===== src/rtl/alu_issue_buf_pkg.sv =====
// rtl/alu_issue_buf_pkg.sv - shared funct codes and logic-unit select codes for the ALU issue buffer
`ifndef REG_WIDTH
`define REG_WIDTH 32
`endif

package alu_issue_buf_pkg;

  localparam logic [5:0] FUNCT_AND = 6'h24;
  localparam logic [5:0] FUNCT_OR  = 6'h25;
  localparam logic [5:0] FUNCT_XOR = 6'h26;
  localparam logic [5:0] FUNCT_NOR = 6'h27;
  localparam logic [5:0] FUNCT_SLT = 6'h2A;

  typedef enum logic [2:0] {
    ALU_AND     = 3'b000,
    ALU_OR      = 3'b001,
    ALU_NOR     = 3'b010,
    ALU_XOR     = 3'b011,
    ALU_SLT     = 3'b100,
    ALU_ILLEGAL = 3'b111
  } alu_opsel_e;

endpackage


===== src/rtl/alu_funct_decode.sv =====
// rtl/alu_funct_decode.sv - R-type funct to logic-unit select decoder
module alu_funct_decode
  import alu_issue_buf_pkg::*;
(
  input  logic [5:0] funct,
  output logic [2:0] opsel,
  output logic       illegal
);

  always_comb begin
    opsel   = ALU_ILLEGAL;
    illegal = 1'b1;
    case (funct)
      FUNCT_AND: begin opsel = ALU_AND; illegal = 1'b0; end
      FUNCT_OR:  begin opsel = ALU_OR;  illegal = 1'b0; end
      FUNCT_NOR: begin opsel = ALU_NOR; illegal = 1'b0; end
      FUNCT_XOR: begin opsel = ALU_XOR; illegal = 1'b0; end
      FUNCT_SLT: begin opsel = ALU_SLT; illegal = 1'b0; end
      default:   begin opsel = ALU_ILLEGAL; illegal = 1'b1; end
    endcase
  end

endmodule


===== src/rtl/alu_issue_buf.sv =====
// rtl/alu_issue_buf.sv - two-entry decoded-op FIFO between issue and the logic unit
module alu_issue_buf
  import alu_issue_buf_pkg::*;
#(
  parameter int WIDTH = `REG_WIDTH
) (
  input  logic             clk,
  input  logic             rst_n,
  input  logic             flush,
  input  logic             in_valid,
  output logic             in_ready,
  input  logic [5:0]       in_funct,
  input  logic [WIDTH-1:0] in_op_a,
  input  logic [WIDTH-1:0] in_op_b,
  output logic             out_valid,
  input  logic             out_ready,
  output logic [WIDTH-1:0] out_op_a,
  output logic [WIDTH-1:0] out_op_b,
  output logic [2:0]       out_log_opsel,
  output logic             out_illegal,
  output logic [7:0]       illegal_cnt
);

  localparam int DEPTH = 2;

  logic [WIDTH-1:0] mem_a     [DEPTH];
  logic [WIDTH-1:0] mem_b     [DEPTH];
  logic [2:0]       mem_opsel [DEPTH];
  logic             mem_ill   [DEPTH];

  logic       rd_ptr;
  logic       wr_ptr;
  logic [1:0] count;

  logic [2:0] dec_opsel;
  logic       dec_illegal;
  logic       push;
  logic       pop;

  alu_funct_decode u_decode (
    .funct   (in_funct),
    .opsel   (dec_opsel),
    .illegal (dec_illegal)
  );

  // Ready depends only on registered occupancy so it never combinationally loops through out_ready.
  assign in_ready  = rst_n & ~flush & (count != 2'd2);
  assign out_valid = (count != 2'd0);
  assign push      = in_valid & in_ready;
  assign pop       = out_valid & out_ready;

  assign out_op_a      = mem_a[rd_ptr];
  assign out_op_b      = mem_b[rd_ptr];
  assign out_log_opsel = mem_opsel[rd_ptr];
  assign out_illegal   = out_valid & mem_ill[rd_ptr];

  always_ff @(posedge clk) begin
    if (!rst_n) begin
      rd_ptr <= 1'b0;
      wr_ptr <= 1'b0;
      count  <= 2'd0;
    end else if (flush) begin
      rd_ptr <= 1'b0;
      wr_ptr <= 1'b0;
      count  <= 2'd0;
    end else begin
      if (push) wr_ptr <= ~wr_ptr;
      if (pop)  rd_ptr <= ~rd_ptr;
      count <= count + {1'b0, push} - {1'b0, pop};
    end
  end

  // Flush leaves entry contents alone; only the pointers and count forget them.
  always_ff @(posedge clk) begin
    if (!rst_n) begin
      for (int i = 0; i < DEPTH; i++) begin
        mem_a[i]     <= '0;
        mem_b[i]     <= '0;
        mem_opsel[i] <= 3'b000;
        mem_ill[i]   <= 1'b0;
      end
    end else if (push) begin
      mem_a[wr_ptr]     <= in_op_a;
      mem_b[wr_ptr]     <= in_op_b;
      mem_opsel[wr_ptr] <= dec_opsel;
      mem_ill[wr_ptr]   <= dec_illegal;
    end
  end

  always_ff @(posedge clk) begin
    if (!rst_n) begin
      illegal_cnt <= 8'd0;
    end else if (push && dec_illegal && (illegal_cnt != 8'hFF)) begin
      illegal_cnt <= illegal_cnt + 8'd1;
    end
  end

endmodule


===== config.mk =====
export PLATFORM = sky130hd
export DESIGN_NAME = alu_issue_buf
export DESIGN_NICKNAME = d
export VERILOG_FILES = /design/src/rtl/alu_issue_buf_pkg.sv /design/src/rtl/alu_funct_decode.sv /design/src/rtl/alu_issue_buf.sv
export SDC_FILE = /design/constraint.sdc
export NUM_CORES = 1
export LEC_CHECK = 0
export ABC_CLOCK_PERIOD_IN_PS = 8500
export BUFFER_PORTS_ARGS = -buffer_cell sky130_fd_sc_hd__buf_2
export CAP_MARGIN = 15
export CORE_ASPECT_RATIO = 1.75
export CORE_MARGIN = 3
export CORE_UTILIZATION = 38
export DETAILED_ROUTE_END_ITERATION = 8
export HOLD_SLACK_MARGIN = 0.12
export SLEW_MARGIN = 20
export SYNTH_ARGS = -nofsm -noshare
export SYNTH_HDL_FRONTEND = slang
export SYNTH_SLANG_ARGS = --single-unit

===== constraint.sdc =====
create_clock -name clk -period 8.5 [get_ports clk]
set_input_delay 0 -clock clk [delete_from_list [all_inputs] [get_ports clk]]
set_output_delay 0 -clock clk [all_outputs]
set_load 0.05 [all_outputs]

==> metrics <==
count of endpoints failing setup in the final report=0; number of DRC violations after detailed-routing iteration 0=between 200 and 250; Startpoint Class=flop; path class of the lowest-slack min-delay path=input port to flop; RSZ-0062 raised after global routing=false; Top-Level Pins=153; Clock Sinks=149; total clock buffers created by CTS=17; final clock skew=0.01251 ns; antenna diode count=0; Net Count, Synth=551; warnings from Yosys=0; # fillers=between 1000 and 1500; number of global-route vias before repair=about 4800; cell count after placement=814; Port Buffer Count=152; area share of the largest cell type after synthesis=about three fifths; Syn Std Cell Area=between 6000 and 7000 um^2; Post-CTS Repair Setup Buffers=0; All-Layer GR Usage=between 10% and 20%; Post-synth EDFFs=roughly 130; net count of the finished layout=between 700 and 800; buffers from clock root to sink, at most=2; Post-Place Cell Area=about 7500 um^2; length of the first detailed-routing pass in iterations=5; element type at the critical path end=flop; most area-consuming cells after synthesis=edfxtp_1 (61%), and3_1 (12%), mux2_2 (11%); total number of H-tree levels=4; horizontal die dimension=~110 um; antenna violation net count after detailed routing=0; average via count per standard cell=4.987; most used flip-flop cell after synthesis=edfxtp_1; power per cell area=slightly above 200 nW/um^2; critical path cell sequence=inv_2 -> nand2_1 -> nand2_4; register bit total from synthesis=about 150; CTS tree=done; leak pwr=roughly 0.0041 uW; post-synthesis average cell area=around 14 um^2; Relative slew margins=a little over a quarter; maximum vdd drop=0.0001271 V; required time reported for the critical path endpoint=between 8 and 9 ns; antenna violations before repair=0; result of the run=completed; Worst Path Class, Setup=flop to flop; per-cell routed wire length=roughly 17 um; die area=roughly 19000 um^2; # Max-Cap Violations=0; share of synthesized area occupied by flip-flops and latches=approximately two thirds; final instance area=8896 um^2; register clock-pin slew on the reported worst setup and hold paths=approximately 0.070 ns; actual slew at the worst max-slew pin=roughly 1.1 ns; vias after detailed routing=about 4600; Period Utilization, post-route=between 30% and 40%; WL final=around 15 mm; post-route non-filler standard cell count=between 900 and 1000; gpl congestion=0.7820; cell type with the largest total area after synthesis=edfxtp_1; Mapped Cells=roughly 470; placeable core region=about 17000 um^2; Root Buffer=clkbuf_16; data arrival at the endpoint of the critical path=approximately 3.2 ns; Die Height=~180 um; Final Critical Period=~3.3 ns; CP max stage cell=dfxtp_2; overall overflow remaining after global route=0; Area growth, synth to finish=35.02%; Setup TNS Final=0 ns; total buffers and inverters traversed by the critical path=1; maximum net fanout on the critical path=67; number of core rows=63; Final Max Tran Viols=0; wire length of the first global-routing pass=about 24 mm; maximum single-stage delay on the critical path=1.03 ns; worst-skew pair later-pin latency=between 0.4 and 0.5 ns; cell class contributing the biggest share of worst-path delay=flip-flops; post-route DRC violation count=0; half-perimeter wire length after detailed placement=9.120 mm; fraction of registers with async set/reset=0%; initial cell density of the core=38.88%; Synth cell types=36; total power of the final layout=roughly 1800 uW; pin count of the biggest net entering global routing=around 130; fraction of layout instances using a drive strength above 1=37.84%; achievable frequency=slightly above 0.3 GHz; final hold violation count=0
## placed cells by master (no fill, tap or decap), types with 2 or more instances in the layout
cell | netlist | routed
nand3_1 | 5 | 5
nor2_1 | 11 | 11
ha_1 | 3 | 3
inv_1 | 5 | 4
inv_2 | 1 | 2
and3_1 | 129 | 128
nand2_4 | 0 | 2
mux2_2 | 67 | 67
clkbuf_16 | 0 | 21
dfxtp_1 | 15 | 13
buf_2 | 5 | 152
nand2_1 | 16 | 14
nand4_1 | 2 | 2
inv_4 | 0 | 2
mux2i_1 | 10 | 10
xnor2_1 | 2 | 2
nor2b_1 | 4 | 4
and2_1 | 2 | 2
clkbuf_8 | 0 | 2
nand2b_1 | 3 | 3
clkinv_4 | 0 | 2
dlygate4sd3_1 | 0 | 76
nor4_1 | 4 | 4
edfxtp_1 | 134 | 134
o21ai_0 | 2 | 2
a21oi_1 | 5 | 5
inv_6 | 0 | 3
or2_2 | 2 | 2
## layer usage
metal,global-route usage (%),part of all wire [%],vias to the layer above
met4,7.988,2.9,0
met3,3.693,4.2,25
met5,0,0,-
met2,28.94,55,126
li1,-,-,2204
met1,17.22,38,2243
## report_power, final
group / switching (uW) / total [uW] / internal (uW)
registers: 11.2 / 844 / 832
logic: 143 / 219 / 75.6
clock network: 296 / 761 / 465
## cell usage after synthesis (2+ instances only)
| cell type | n |
|---|---|
| edfxtp_1 | 134 |
| and3_1 | 129 |
| mux2_2 | 67 |
| clkbuf_1 | 28 |
| nand2_1 | 16 |
| dfxtp_1 | 15 |
| nor2_1 | 11 |
| mux2i_1 | 10 |
| a21oi_1 | 5 |
| buf_1 | 5 |
| buf_2 | 5 |
| inv_1 | 5 |
| nand3_1 | 5 |
| nor2b_1 | 4 |
| nor4_1 | 4 |
| ha_1 | 3 |
| nand2b_1 | 3 |
| and2_1 | 2 |
| nand4_1 | 2 |
| o21ai_0 | 2 |
| or2_2 | 2 |
| xnor2_1 | 2 |
## final cells by class
cell class	instances	area [um^2]	share of cell area [%]
Tap cell	227	284.0	3.193
Inverter	6	22.52	0.2532
Sequential cell	149	4329	48.66
Clock inverter	9	72.57	0.8158
Timing Repair Buffer	228	1521	17.10
Clock buffer	23	553.0	6.217
Multi-Input combinational cell	280	2113	23.76
## stage by stage
| step | worst slack [ns] | util [%] | hold slack (ns) |
|---|---|---|---|
| after floorplan | 5.581 | - | 0.1508 |
| after global placement | 5.250 | 44.31 | 0.3196 |
| after detailed placement | 5.180 | 44.31 | 0.3264 |
| after CTS | 5.149 | 52.49 | 0.1400 |
| after global routing | 4.899 | 52.49 | 0.1666 |
| final | 5.217 | 52.49 | 0.1745 |
## cells by family (layout without fill, tap and decap cells)
family | count (synthesis) | in the layout | synth area share [%]
AND/OR/NAND/NOR | 186 | 186 | 16.84
multiplexers | 77 | 77 | 12.97
adder cells (fa/ha/maj) | 3 | 3 | 0.5698
XOR/XNOR | 3 | 3 | 0.3989
AO/OA/AOI/OAI | 11 | 11 | 0.9876
flip-flops | 149 | 149 | 65.63
buffers and inverters | 44 | 266 | 2.602
## worst paths after layout
check | slack [ns] | from | to | depth (start not counted)
max | 5.22 | wr_ptr | mem_a[0][0] | 3
min reg2reg | 0.47 | mem_ill[0] | mem_ill[0] | 2
max reg2reg | 5.22 | wr_ptr | mem_a[0][0] | 3
min | 0.17 | in_funct[2] | mem_opsel[1][2] | 3
## registers in the layout, indices dropped and copies added (netlist names), named ones only
signal,cells
illegal_cnt,8
count,2
mem_ill,2
wr_ptr,1
mem_b,64
rd_ptr,1
mem_a,64
mem_opsel,6
## what timing repair did
item	in CTS	in global routing
resized for setup	0	0
endpoints found under the hold margin	149	0
hold buffers	76	0
endpoints found under the setup margin	0	0
## worst reg2reg max path, stage by stage, from the launching register on
cell     delay, ns
dfxtp_2       1.03
inv_2         0.72
nand2_1       0.46
nand2_4       0.57
Power figures use the tool's default switching activity.
